File: config.mk
export PLATFORM = sky130hd
export DESIGN_NAME = la_sram_reader
export DESIGN_NICKNAME = d
export VERILOG_FILES = /design/src/rtl/la_pkg.sv /design/src/rtl/la_sample_fifo.sv /design/src/rtl/la_sram_reader.sv
export SDC_FILE = /design/constraint.sdc
export NUM_CORES = 1
export LEC_CHECK = 0
export ABC_CLOCK_PERIOD_IN_PS = 7000
export CAP_MARGIN = 20
export CORE_AREA = 2 2 100 102
export CTS_CLUSTER_DIAMETER = 100
export DETAILED_ROUTE_END_ITERATION = 7
export DIE_AREA = 0 0 102 104
export GPL_TIMING_DRIVEN = 0
export PLACE_DENSITY = 0.84
export SLEW_MARGIN = 25
export SYNTH_ARGS = -nofsm -noshare
export SYNTH_HDL_FRONTEND = slang
export SYNTH_SLANG_ARGS = --single-unit
File: constraint.sdc
create_clock -name clock -period 7 [get_ports clock]
set_clock_uncertainty 0.2 [all_clocks]
set_input_delay 1.75 -clock clock [delete_from_list [all_inputs] [get_ports clock]]
set_output_delay 1.75 -clock clock [all_outputs]
set_load 0.01 [all_outputs]
File: src/rtl/la_pkg.sv
// Shared constants and state type for the logic-analyzer SRAM readback path.
// Both sample chips are quad-SPI SRAMs driven in lock-step.
package la_pkg;

    localparam logic [7:0] SRAM_CMD_READ  = 8'h03;
    localparam logic [7:0] SRAM_CMD_WRITE = 8'h02;

    localparam int CMD_NIBBLES  = 2;
    localparam int ADDR_NIBBLES = 6;

    typedef enum logic [2:0] {
        ST_IDLE,
        ST_CMD,
        ST_ADDR,
        ST_DUMMY,
        ST_DATA,
        ST_FINISH
    } la_state_t;

endpackage

File: src/rtl/la_sample_fifo.sv
// First-word fall-through sample buffer between the SRAM capture and the MCU drain.
// DEPTH must be a power of two so the pointers wrap naturally.
module la_sample_fifo #(
    parameter int WIDTH = 8,
    parameter int DEPTH = 4,
    localparam int AW   = $clog2(DEPTH)
) (
    input  logic             clock,
    input  logic             reset,
    input  logic             push,
    input  logic [WIDTH-1:0] push_data,
    input  logic             pop,
    input  logic             flush,
    output logic [WIDTH-1:0] head,
    output logic             empty,
    output logic             full,
    output logic [AW:0]      count
);

    logic [WIDTH-1:0] mem [DEPTH];
    logic [AW-1:0]    wr_ptr;
    logic [AW-1:0]    rd_ptr;
    logic             do_push;
    logic             do_pop;

    assign empty   = (count == '0);
    assign full    = (count == (AW+1)'(DEPTH));
    assign do_push = push && !full;
    assign do_pop  = pop && !empty;
    assign head    = empty ? '0 : mem[rd_ptr];

    always_ff @(posedge clock or posedge reset) begin
        if (reset) begin
            wr_ptr <= '0;
            rd_ptr <= '0;
            count  <= '0;
        end else if (flush) begin
            wr_ptr <= '0;
            rd_ptr <= '0;
            count  <= '0;
        end else begin
            if (do_push) wr_ptr <= wr_ptr + AW'(1);
            if (do_pop)  rd_ptr <= rd_ptr + AW'(1);
            count <= count + (AW+1)'(do_push) - (AW+1)'(do_pop);
        end
    end

    // Storage needs no reset: the head is masked while empty.
    always_ff @(posedge clock) begin
        if (do_push && !flush) mem[wr_ptr] <= push_data;
    end

endmodule

File: src/rtl/la_sram_reader.sv
// Streams a capture back out of the two nibble-wide SQI sample SRAMs.
// One SQI READ is issued to both chips; each SRAM clock yields one 8-bit sample.
module la_sram_reader
    import la_pkg::*;
#(
    parameter int LA_WIDTH      = 8,
    parameter int ADDR_WIDTH    = 24,
    parameter int CNT_WIDTH     = 23,
    parameter int DUMMY_NIBBLES = 2,
    parameter int FIFO_DEPTH    = 4
) (
    input  logic                  clock,
    input  logic                  reset,
    input  logic                  start,
    input  logic                  abort,
    input  logic [ADDR_WIDTH-1:0] start_addr,
    input  logic [CNT_WIDTH-1:0]  sample_count,
    output logic                  busy,
    output logic                  done,
    output logic [LA_WIDTH-1:0]   sample_data,
    output logic                  sample_valid,
    input  logic                  sample_ready,
    output logic                  sram_sclk,
    output logic [1:0]            sram_cs_n,
    output logic                  sio_oe,
    output logic [LA_WIDTH-1:0]   sio_dout,
    input  logic [LA_WIDTH-1:0]   sio_din
);

    localparam int SHIFT_W = 8 + ADDR_WIDTH;
    localparam int CW      = $clog2(FIFO_DEPTH);

    la_state_t            state, state_nx;
    logic                 sclk, sclk_nx;
    logic [7:0]           nib_cnt, nib_cnt_nx;
    logic [SHIFT_W-1:0]   shift, shift_nx;
    logic [CNT_WIDTH-1:0] remaining, remaining_nx;

    logic [7:0]           phase_last;
    la_state_t            phase_next;

    logic                 push;
    logic                 pop;
    logic                 fifo_empty;
    logic                 fifo_full;
    logic [CW:0]          fifo_count;

    la_sample_fifo #(
        .WIDTH (LA_WIDTH),
        .DEPTH (FIFO_DEPTH)
    ) u_fifo (
        .clock     (clock),
        .reset     (reset),
        .push      (push),
        .push_data (sio_din),
        .pop       (pop),
        .flush     (abort),
        .head      (sample_data),
        .empty     (fifo_empty),
        .full      (fifo_full),
        .count     (fifo_count)
    );

    always_ff @(posedge clock or posedge reset) begin
        if (reset) begin
            state     <= ST_IDLE;
            sclk      <= 1'b0;
            nib_cnt   <= '0;
            shift     <= '0;
            remaining <= '0;
        end else begin
            state     <= state_nx;
            sclk      <= sclk_nx;
            nib_cnt   <= nib_cnt_nx;
            shift     <= shift_nx;
            remaining <= remaining_nx;
        end
    end

    // Length and successor of the current preamble phase.
    always_comb begin
        phase_last = 8'(DUMMY_NIBBLES - 1);
        phase_next = ST_DATA;
        case (state)
            ST_CMD: begin
                phase_last = 8'(CMD_NIBBLES - 1);
                phase_next = ST_ADDR;
            end
            ST_ADDR: begin
                phase_last = 8'(ADDR_NIBBLES - 1);
                phase_next = ST_DUMMY;
            end
            default: ;
        endcase
    end

    always_comb begin
        state_nx     = state;
        sclk_nx      = sclk;
        nib_cnt_nx   = nib_cnt;
        shift_nx     = shift;
        remaining_nx = remaining;
        push         = 1'b0;
        if (abort) begin
            state_nx   = ST_IDLE;
            sclk_nx    = 1'b0;
            nib_cnt_nx = '0;
        end else begin
            case (state)
                ST_IDLE: begin
                    if (start) begin
                        sclk_nx    = 1'b0;
                        nib_cnt_nx = '0;
                        if (sample_count == '0) begin
                            state_nx = ST_FINISH;
                        end else begin
                            state_nx     = ST_CMD;
                            shift_nx     = {SRAM_CMD_READ, start_addr};
                            remaining_nx = sample_count;
                        end
                    end
                end
                ST_CMD, ST_ADDR, ST_DUMMY: begin
                    sclk_nx = !sclk;
                    // A nibble ends with its high phase; advance on that edge.
                    if (sclk) begin
                        shift_nx   = shift << 4;
                        nib_cnt_nx = nib_cnt + 8'd1;
                        if (nib_cnt == phase_last) begin
                            nib_cnt_nx = '0;
                            state_nx   = phase_next;
                        end
                    end
                end
                ST_DATA: begin
                    if (!sclk) begin
                        // Hold the clock low until the capture has a slot to land in.
                        if (!fifo_full) sclk_nx = 1'b1;
                    end else begin
                        sclk_nx      = 1'b0;
                        push         = 1'b1;
                        remaining_nx = remaining - CNT_WIDTH'(1);
                        if (remaining == CNT_WIDTH'(1)) state_nx = ST_FINISH;
                    end
                end
                ST_FINISH: begin
                    if (fifo_count == '0) state_nx = ST_IDLE;
                end
                default: state_nx = ST_IDLE;
            endcase
        end
    end

    assign busy         = (state != ST_IDLE);
    assign done         = (state == ST_FINISH) && (fifo_count == '0) && !abort;
    assign sample_valid = !fifo_empty;
    assign pop          = sample_valid && sample_ready;

    assign sram_sclk = sclk;
    assign sram_cs_n = (state == ST_CMD || state == ST_ADDR ||
                        state == ST_DUMMY || state == ST_DATA) ? 2'b00 : 2'b11;
    assign sio_oe    = (state == ST_CMD || state == ST_ADDR);
    // Both chips take the same command/address nibble.
    assign sio_dout  = sio_oe ? {2{shift[SHIFT_W-1 -: 4]}} : '0;

endmodule

==> flow_metrics.env <==
export IMPL_run_status="completed"
export IMPL_initial_core_util_pct=57.3
export IMPL_viasPerCell=5.89
export IMPL_maxSlewViolCount=0
export IMPL_io_pin_count=83
export IMPL_timing_setup_critical_path_class="in -> out"
export IMPL_slowest_stage="clkdlybuf4s50_1"
export IMPL_yosys_area_share_simple_pct=17.5
export IMPL_grt_start_max_net_pins=42
export IMPL_clock_tree_buffer_depth=2
export IMPL_antenna_cells_inserted=0
export IMPL_first_global_vias=4374
export IMPL_crit_reg2reg_launch="state[0]"
export IMPL_final_setup_viol_count=0
export IMPL_post_synth_edffs=32
export IMPL_synthAdderAreaFrac_pct=2.65
export IMPL_synth_cell_types=61
export IMPL_drive_above_1_share_pct=8.06
export IMPL_cp_data_arrival_time_ns=2.95
export IMPL_startpoint="abort"
export IMPL_routedWlPerCell_um=16.8
export IMPL_synth_top_family_by_area="simple AND/OR/NAND/NOR gates"
export IMPL_first_drt_pass_iteration_count=5
export IMPL_compound_cell_area_share_of_the_yosys_netlist_pct=15.5
export IMPL_synth_warning_count=0
export IMPL_die_w_um=102
export IMPL_cts_resized_gates=0
export IMPL_synth_flop_cell="dfrtp_1"
export IMPL_kind_of_path_behind_the_tightest_hold_check="reg -> reg"
export IMPL_clock_sinks=106
export IMPL_place_detailed_hpwl_um=9460
export IMPL_rsz0062_at_grt="no"
export IMPL_peakVddDrop_mv=0.151
export IMPL_fill_cell_total_of_the_finished_layout=748
export IMPL_overflow=0
export IMPL_cts_hold_buffers_added=0
export IMPL_detailroute_via_count=4511
export IMPL_final_hold_violation_count=0
export IMPL_syn_avg_cell_area_um2=10.2
export IMPL_path_cells="clkbuf_1 > inv_1 > and4b_1 > clkdlybuf4s50_1"
export IMPL_syn_nets=606
export IMPL_die_area_um2=10600
export IMPL_synth_yosys_seq_area_share_pct=51.4
export IMPL_numPortBuffers=81
export IMPL_synthXorXnorAreaFrac_pct=1.12
export IMPL_floorplan_die_height_um=104
export IMPL_critical_path_required_ns=5.05
export IMPL_startpoint_type="primary input"
export IMPL_maxCapViolCount=0
export IMPL_clock_tree_from_tritoncts="yes"
export IMPL_initialDrtViolationCount=312
export IMPL_finalWirelength_um=12900
export IMPL_muxShareOfSynthArea_pct=7.31
export IMPL_cells_after_synth=535
export IMPL_critical_path_peak_fanout=8
export IMPL_period_minus_slack_ns=4.90
export IMPL_cts_buffer_count=9
export IMPL_cts_clk_slew_worst_paths_ns=0.11
export IMPL_ys_seq_elements=106
export IMPL_worstHoldStart="shift[29]"
export IMPL_ant_nets=0
export IMPL_placedCellCount=750
export IMPL_relative_slew_slack_pct=50.4
export IMPL_endpoint_kind="output pin"
export IMPL_drcViolationCount=0
export IMPL_post_cts_setup_buffers=0
export IMPL_async_set_or_reset_flop_fraction_in_the_synthesized_netlist_pct=69.8
export IMPL_htreeDepth=3
export IMPL_track_usage_pct=25.4
export IMPL_fmaxAchievable_mhz=204
export IMPL_leakage_uw=0.00263
export IMPL_pd_cells_nw_per_um2=334
export IMPL_worst_pin_slew_ns=0.743
export IMPL_wire_length_of_the_first_global_routing_pass_um=21300
export IMPL_post_synthesis_instance_area_um2=5480
export IMPL_place_congestion=0.927
export IMPL_core_rowCount=36
export IMPL_worstSkewPairLatency_ns=0.37
export IMPL_final_cell_count_no_fill=766
export IMPL_fp_coreArea_um2=9550
export IMPL_areaGrowthSynthToFinish_pct=21.6
export IMPL_cts_root_buf="clkbuf_8"
export IMPL_initial_antenna_violation_count=0
export IMPL_nets=699
export IMPL_worst_path_largest_cell_delay_ns=0.49
export IMPL_setup_tns_ns=0
export IMPL_layout_worst_path_cycle_share_pct=70.0
## per-stage QoR
stage / hold slack, ns / utilization, % / total power, uW / cell area, um^2 / worst slack [ns]
after floorplan: 0.246 / - / 1540 / 5480 / 2.78
after global placement: 0.261 / 67.6 / 1830 / 6450 / 1.96
after detailed placement: 0.268 / 67.8 / 1870 / 6470 / 2.12
after CTS: 0.293 / 69.7 / 2230 / 6660 / 2.12
after global routing: 0.319 / 69.7 / 2390 / 6660 / 2.05
final: 0.289 / 69.7 / 2230 / 6660 / 2.10
## state kept, by name, summed over array words and instances, names as in the netlist
name and flops:
shift 32, u_fifo.mem 32, remaining 23, nib_cnt 8, state 3, u_fifo.count 3, u_fifo.rd_ptr 2, u_fifo.wr_ptr 2
sram_sclk 1
## worst paths after layout
kind,to,slack (ns),cells after the start
worst max-delay path,done,2.10,4
worst min-delay path,shift[29],0.29,2
worst max register to register,u_fifo.count[2],4.05,11
worst min register to register,shift[29],0.29,2
max in group asynchronous,state[1],4.49,3
min in group asynchronous,u_fifo.rd_ptr[0],1.54,2
## routing by layer
| metal | track usage [%] | part of all wire (%) | routed length [um] | vias to the layer above |
|---|---|---|---|---|
| met1 | 36.0 | 44 | 5630 | 2169 |
| li1 | - | - | - | 2122 |
| met2 | 40.0 | 48 | 6170 | 191 |
| met4 | 9.52 | 2.3 | 293 | 0 |
| met3 | 3.16 | 5.9 | 763 | 29 |
| met5 | 0 | 0 | 0 | - |
## cells by family (layout without fill, tap and decap cells)
family	Yosys count	after routing
xor+xnor	7	7
fa+ha+maj	11	11
buf+inv	53	151
mux	30	30
flops	106	106
simple gates	184	184
compound gates	144	144
## Yosys cell counts (all sizes together) (6+ instances only)
cell    number  share of area (%)
mux2i       22                4.0
ha          10                2.3
or3          6               0.78
buf         18                2.2
edfxtp      32                 18
inv         13               0.89
nor4        12                1.8
clkbuf      22                1.5
nand3        6               0.55
mux4         8                3.3
a21oi       32                2.9
nor3        17                1.7
nand2       61                4.2
o31ai        7               0.96
nor2        34                2.4
o21ai       70                6.4
and2        18                2.1
dfrtp       74                 34
## cell type report
cell class | count | area [um^2] | area share (%)
Clock buffer | 9 | 124 | 1.86
Multi-Input combinational cell | 376 | 2410 | 36.2
Timing Repair Buffer | 82 | 831 | 12.5
Tap cell | 133 | 166 | 2.50
Inverter | 13 | 51.3 | 0.770
Clock inverter | 7 | 60.1 | 0.902
Buffer | 40 | 203 | 3.04
Sequential cell | 106 | 2810 | 42.2
## report_power, final
group          leakage (uW)  internal (uW)  switching [uW]  total (uW)
Clock             0.0000917            137             222         358
Combinational       0.00132            433             485         918
Sequential          0.00122            807             143         950
Total               0.00263           1380             849        2230
## critical path: cells and delay by family
kind | cells | cell delay (ns)
buf+inv | 3 | 0.98
simple gates | 1 | 0.21
## layout by cell type, fill, tap and decap left out, types with 3 or more instances in the layout
master,count
clkdlybuf4s50_1,81
dfrtp_1,74
nand2_1,61
o21ai_1,48
nor2_1,33
a21oi_1,32
edfxtp_1,32
clkbuf_1,22
mux2i_1,22
o21ai_0,22
and2_1,18
nor3_1,15
inv_1,12
nor4_1,10
ha_1,10
buf_2,9
clkbuf_8,9
mux4_2,8
o31ai_1,7
nand3_1,6
nand4_1,5
or3_1,5
nor2b_1,5
a31oi_1,5
o2bb2ai_1,5
buf_4,5
xnor2_1,4
and3_1,4
o21a_1,4
buf_6,3
xor2_1,3
nand2b_1,3
or4_1,3
nor3b_1,3
o22a_1,3
Note: power is estimated with default switching activity, not from simulation.
